### src/rtl/pwm_mc_pkg.sv
// Shared widths, default geometry and helpers for the multi-channel dithered PWM generator.
package pwm_mc_pkg;
    localparam int PWM_NCH = 4;
    localparam int PWM_VW  = 8;
    localparam int PWM_DW  = 4;
    localparam int PWM_CW  = PWM_VW + PWM_DW;

    typedef struct packed {
        logic [PWM_VW-1:0] coarse;
        logic [PWM_DW-1:0] fine;
    } chan_cfg_t;

    // Spreads the channel period counters evenly across one period when staggering is enabled.
    function automatic int stagger_off(input int idx, input int full, input int nch, input int stagger);
        return (stagger != 0) ? (idx * (full + 1)) / nch : 0;
    endfunction
endpackage

### src/rtl/pwm_mc_chan.sv
// One PWM channel: shadow config, first-order dither accumulator, duty register and output compare.
module pwm_mc_chan
    import pwm_mc_pkg::*;
#(
    parameter int VW   = PWM_VW,
    parameter int DW   = PWM_DW,
    parameter int FULL = 2**VW - 1,
    parameter int OFF  = 0
) (
    input  logic             clk,
    input  logic             rst,
    input  logic [VW-1:0]    cnt,
    input  logic             load,
    input  logic [VW+DW-1:0] cfg,
    input  logic             en,
    output logic             pwm
);
    localparam logic [VW:0] FULL_W = (VW+1)'(FULL);
    localparam logic [VW:0] PER_W  = (VW+1)'(FULL + 1);
    localparam logic [VW:0] OFF_W  = (VW+1)'(OFF);

    logic [VW-1:0] coarse_sh;
    logic [VW-1:0] eff_coarse;
    logic [DW-1:0] fine_sh;
    logic [DW-1:0] eff_fine;
    logic [DW-1:0] acc;
    logic [DW-1:0] eff_acc;
    logic          en_sh;
    logic [VW:0]   duty;
    logic [VW:0]   c_sum;
    logic [VW:0]   c_pos;
    logic [VW:0]   coarse_cl;
    logic [VW:0]   duty_sum;
    logic [VW:0]   duty_nxt;
    logic [DW:0]   acc_sum;
    logic          wrap;

    // A capture on this channel's own wrap must already dither from the new values with a cleared accumulator.
    always_comb begin
        c_sum      = {1'b0, cnt} + OFF_W;
        c_pos      = (c_sum > FULL_W) ? c_sum - PER_W : c_sum;
        wrap       = (c_pos == FULL_W);
        eff_coarse = load ? cfg[VW+DW-1:DW] : coarse_sh;
        eff_fine   = load ? cfg[DW-1:0] : fine_sh;
        eff_acc    = load ? '0 : acc;
        acc_sum    = {1'b0, eff_acc} + {1'b0, eff_fine};
        coarse_cl  = ({1'b0, eff_coarse} > FULL_W) ? PER_W : {1'b0, eff_coarse};
        duty_sum   = coarse_cl + {{VW{1'b0}}, acc_sum[DW]};
        duty_nxt   = (duty_sum > PER_W) ? PER_W : duty_sum;
    end

    always_ff @(posedge clk or posedge rst) begin
        if (rst) begin
            coarse_sh <= '0;
            fine_sh   <= '0;
            en_sh     <= 1'b0;
            acc       <= '0;
            duty      <= '0;
            pwm       <= 1'b0;
        end else begin
            if (load) begin
                coarse_sh <= cfg[VW+DW-1:DW];
                fine_sh   <= cfg[DW-1:0];
                en_sh     <= en;
            end
            if (wrap) begin
                acc  <= acc_sum[DW-1:0];
                duty <= duty_nxt;
            end else if (load) begin
                acc <= '0;
            end
            pwm <= en_sh & (c_pos < duty);
        end
    end
endmodule

### src/rtl/red_pitaya_pwm_mc.sv
// Multi-channel dithered PWM generator: shared base/period counters and the metacycle-aligned
// update handshake; per-channel duty generation lives in pwm_mc_chan.
module red_pitaya_pwm_mc
    import pwm_mc_pkg::*;
#(
    parameter int NCH     = PWM_NCH,
    parameter int VW      = PWM_VW,
    parameter int DW      = PWM_DW,
    parameter int FULL    = 2**VW - 1,
    parameter int STAGGER = 0
) (
    input  logic                   clk,
    input  logic                   rst,
    input  logic [NCH*(VW+DW)-1:0] cfg,
    input  logic [NCH-1:0]         en,
    input  logic                   upd_req,
    output logic                   upd_ack,
    output logic [NCH-1:0]         pwm_o,
    output logic                   pwm_s
);
    localparam int            CW     = VW + DW;
    localparam logic [VW-1:0] FULL_V = VW'(FULL);
    localparam logic [VW-1:0] PRE_V  = VW'(FULL - 1);

    logic [VW-1:0] cnt;
    logic [DW-1:0] pcnt;
    logic          pending;
    logic          cnt_wrap;
    logic          boundary;
    logic          load;

    always_comb begin
        cnt_wrap = (cnt == FULL_V);
        boundary = cnt_wrap && (&pcnt);
        load     = boundary && (pending || upd_req);
        pwm_s    = (cnt == PRE_V) && (&pcnt);
    end

    // Requests are only remembered until the next boundary; several of them collapse into one capture.
    always_ff @(posedge clk or posedge rst) begin
        if (rst) begin
            cnt     <= '0;
            pcnt    <= '0;
            pending <= 1'b0;
            upd_ack <= 1'b0;
        end else begin
            cnt <= cnt_wrap ? '0 : cnt + 1'b1;
            if (cnt_wrap) begin
                pcnt <= pcnt + 1'b1;
            end
            pending <= load ? 1'b0 : (pending | upd_req);
            upd_ack <= load;
        end
    end

    for (genvar i = 0; i < NCH; i++) begin : g_chan
        pwm_mc_chan #(
            .VW   (VW),
            .DW   (DW),
            .FULL (FULL),
            .OFF  (stagger_off(i, FULL, NCH, STAGGER))
        ) u_chan (
            .clk  (clk),
            .rst  (rst),
            .cnt  (cnt),
            .load (load),
            .cfg  (cfg[i*CW +: CW]),
            .en   (en[i]),
            .pwm  (pwm_o[i])
        );
    end
endmodule

### config.mk
export PLATFORM = sky130hd
export DESIGN_NAME = red_pitaya_pwm_mc
export DESIGN_NICKNAME = d
export VERILOG_FILES = /design/src/rtl/pwm_mc_pkg.sv /design/src/rtl/pwm_mc_chan.sv /design/src/rtl/red_pitaya_pwm_mc.sv
export SDC_FILE = /design/constraint.sdc
export NUM_CORES = 1
export LEC_CHECK = 0
export BUFFER_PORTS_ARGS = -buffer_cell sky130_fd_sc_hd__buf_2
export CORE_MARGIN = 2
export CORE_UTILIZATION = 45
export DETAILED_ROUTE_END_ITERATION = 12
export PLACE_DENSITY = 0.73
export SETUP_SLACK_MARGIN = 0.1
export SLEW_MARGIN = 20
export SYNTH_ARGS = -nofsm -noshare
export SYNTH_HDL_FRONTEND = slang
export SYNTH_SLANG_ARGS = --single-unit
### constraint.sdc
create_clock -name clk -period 5.7 [get_ports clk]
set_input_delay 0.855 -clock clk [delete_from_list [all_inputs] [get_ports clk]]
set_output_delay 0.855 -clock clk [all_outputs]
set_load 0.05 [all_outputs]
==> flow_summary.json <==
{
  "detail_route.iter0.violations": 272,
  "async_set_reset_flop_share_out_of_synthesis_pct": 100,
  "cell_count_after_placement": 967,
  "data_required_critical_path_ns": 6.02,
  "drt.antenna.violating_nets": 0,
  "syn_area_per_cell_um2": 9.10,
  "synth.top_cells.by_count": "nand2_1, dfrtp_1, inv_1",
  "drt-total-wl_mm": 14.4,
  "grt_max_degree": 68,
  "setup_repair_after_global_routing_missed_its_margin": "no",
  "post_route_cells_drive_above_1_share_pct": 14.5,
  "first_drt_pass_iteration_count": 4,
  "max-slew-margin-rel_pct": 33.0,
  "top_area_cell_type_share_of_the_netlist_area_pct": 45.2,
  "ys_dominant_reg_cell": "dfrtp_1",
  "grt_busiest_layer": "met2",
  "detail_route.drc_violations": 0,
  "top_level_ports": 61,
  "clock_tree.buffer_depth": 2,
  "finalMaxSlewViolations": 0,
  "run_status": "finished, final reports clean",
  "multi_input_comb_area_um2": 3370,
  "worst_r2r_startpoint": "cnt[1]$_DFF_PP0_",
  "floorplan.initialDensity_pct": 46.3,
  "post_synth_instance_area_um2": 6760,
  "synthesis.yosys.warnings": 0,
  "crit_type": "reg2reg",
  "grt_use_total_pct": 19.5,
  "grt_use_met1_pct": 25.7,
  "critical_path.endpoint_type": "flop",
  "detailed_place_hpwl_mm": 10.2,
  "period_minus_slack_ns": 4.66,
  "timing.rr.end": "g_chan[2].u_chan.duty[5]$_DFFE_PP0N_",
  "postSynthRegisterBits": 122,
  "die-height_um": 127,
  "worstMarginPinSlew_ns": 1.00,
  "n_fill_cell": 1323,
  "hold_path_end": "g_chan[0].u_chan.acc[0]$_DFF_PP0_",
  "critical_path.startpoint_type": "flop",
  "global_route.usage.met3_pct": 4.72,
  "library_cell_with_the_highest_instance_count_after_synthesis": "nand2_1",
  "global_route.overflow_total": 0,
  "synth.yosys.seq_area_share_pct": 45.2,
  "grt_pass1_vias": 5185,
  "setup_total_neg_slack_ns": 0,
  "synthCells": 743,
  "io_buffer_count": 60,
  "num_antenna_cells": 0,
  "layout.core_utilization_pct": 53.7,
  "clk_sinks": 122,
  "cts-hold-fix-buffers": 0,
  "vdd_ir_drop_max_mv": 0.218,
  "pwr_density_cell_nw_per_um2": 265,
  "dieArea_um2": 16000,
  "setup.reg_to_reg.worst_slack_ns": 1.04,
  "crit_path_slowest_cell": "or4_2",
  "row_count": 44,
  "viasPerCell": 5.15,
  "synth_top_cells_by_area": "dfrtp_1, nand2_1, ha_1",
  "timing.final.crit_share_pct": 81.7,
  "post_drt_wl_per_cell_um": 14.4,
  "netlist.top_cell.by_area": "dfrtp_1",
  "via_total_after_detailed_routing": 5145,
  "grt_pass1_wl_mm": 24.9,
  "final_number_of_hold_violating_endpoints": 0,
  "final_worst_setup_slack_ns": 1.04,
  "ctsHtreeMaxLevel": 4,
  "grt_util_met2_pct": 31.2,
  "die_x_um": 127,
  "numCtsBuffers": 17,
  "seqCellArea_um2": 3050,
  "routabilityCongestion": 0.802,
  "maxCapViolations": 0,
  "clock_latency_ns": 0.42,
  "reg2reg_depth": 14,
  "count_of_flip_flops_with_a_built_in_enable_after_synthesis": 0,
  "crit_path_max_incr_delay_ns": 0.89,
  "final.setup_skew_ns": 0.00788,
  "fmax_ghz": 0.215,
  "post_cts_resized": 0,
  "postSynthNetCount": 857,
  "holdCritPathClass": "reg2reg",
  "antenna_found_initial": 0,
  "core_area_um2": 14600,
  "ctsRootBufferMaster": "clkbuf_16",
  "report.final.setup_viol": 0,
  "fin_cells": 999,
  "min_delay_path_depth": 2,
  "syn2layout_area_growth_pct": 15.8,
  "worst-endpoint-arrival_ns": 4.98,
  "dp_slack_ns": 1.05,
  "hold_path_startpoint": "g_chan[0].u_chan.acc[0]$_DFF_PP0_",
  "cts_tree": "done",
  "report.power.total_mw": 2.08,
  "critical_path.max_fanout": 36,
  "cts.repair_timing.setup_buffer_count": 0,
  "crit_path_cell_trace": "ha_1, nand3_2, or4_2, buf_4, nand2_1, nand2_1, fa_1, a21o_1, a21o_1, ha_1, and3_1, a22o_1, and3_1, o41ai_2",
  "cts.reportedPaths.clkPinSlew_ns": 0.05,
  "layout.nets": 916,
  "synthDistinctLibCells": 51,
  "p_leak_nw": 4.17
}
==> metal layers <==
metal	vias to the layer above	routed length, um
met4	0	302
met5	-	0
met1	2445	6830
met3	24	541
li1	2584	-
met2	92	6750
==> placed cells by master, fill, tap and decap left out, types with 19 or more instances in the layout <==
cell type	count
dfrtp_1	122
xnor2_1	24
buf_2	60
o21ai_0	48
ha_1	55
nor2_1	39
nand2_1	193
a21oi_1	19
inv_1	56
==> state kept, by name, summed over array words and instances, names as in the netlist, 4 cells and up <==
name / cells
g_chan.u_chan.fine_sh: 16
pcnt: 4
g_chan.u_chan.duty: 36
cnt: 8
g_chan.u_chan.acc: 16
g_chan.u_chan.en_sh: 4
g_chan.u_chan.coarse_sh: 32
g_chan.u_chan.pwm: 4
==> critical path: cells and delay by family (launching register included) <==
family | cells | cell delay (ns)
buffers and inverters | 1 | 0.35
AO/OA/AOI/OAI | 4 | 0.96
flip-flops | 1 | 0.49
adder cells (fa/ha/maj) | 3 | 1.00
AND/OR/NAND/NOR | 6 | 1.73
==> report_power, final <==
group	internal, mW	switching (mW)	leakage (nW)
Sequential	0.879	0.00416	1.39
Clock	0.687	0.387	0.280
Combinational	0.0470	0.0723	2.50
==> logic make-up (layout without fill, tap and decap cells) <==
family                     after synthesis  count (layout)  share of synthesized area (%)
AOI/OAI and AO/OA                      122             122                           11.1
xor gates and xnor gates                33              33                           4.28
adders and majority gates               59              59                           11.4
buffers and inverters                   85             157                           5.20
DFF                                    122             122                           45.2
muxes                                   18              18                           2.76
and+or+nand+nor                        304             304                           20.2
==> final cells by class <==
cell class / instances / share of cell area (%)
flip-flops and latches: 122 / 39.0
multi-input cells: 536 / 43.1
repair buffers: 67 / 4.51
well taps: 184 / 2.94
clock inverters: 10 / 1.49
inverters: 58 / 2.81
clock buffers: 22 / 6.19
==> how the worst max path moves through the flow <==
stage	startpoint	endpoint	slack, ns	cells past startpoint
2_1_floorplan	cnt[1]$_DFF_PP0_	g_chan[3].u_chan.duty[8]$_DFFE_PP0N_	1.36	19
3_3_place_gp	cnt[1]$_DFF_PP0_	g_chan[2].u_chan.duty[5]$_DFFE_PP0N_	1.15	14
3_5_place_dp	cnt[1]$_DFF_PP0_	g_chan[3].u_chan.duty[8]$_DFFE_PP0N_	1.05	17
4_1_cts	cnt[1]$_DFF_PP0_	g_chan[2].u_chan.duty[5]$_DFFE_PP0N_	1.01	14
5_1_grt	cnt[1]$_DFF_PP0_	g_chan[3].u_chan.duty[8]$_DFFE_PP0N_	0.70	17
6_report	cnt[1]$_DFF_PP0_	g_chan[2].u_chan.duty[5]$_DFFE_PP0N_	1.04	14
==> per-stage QoR <==
stage	instance area (um2)	hold slack (ns)
2_1_floorplan	6760	0.437
3_3_place_gp	7230	0.450
3_5_place_dp	7230	0.455
4_1_cts	7830	0.469
5_1_grt	7830	0.488
6_report	7830	0.466
Power figures use the tool's default switching activity.
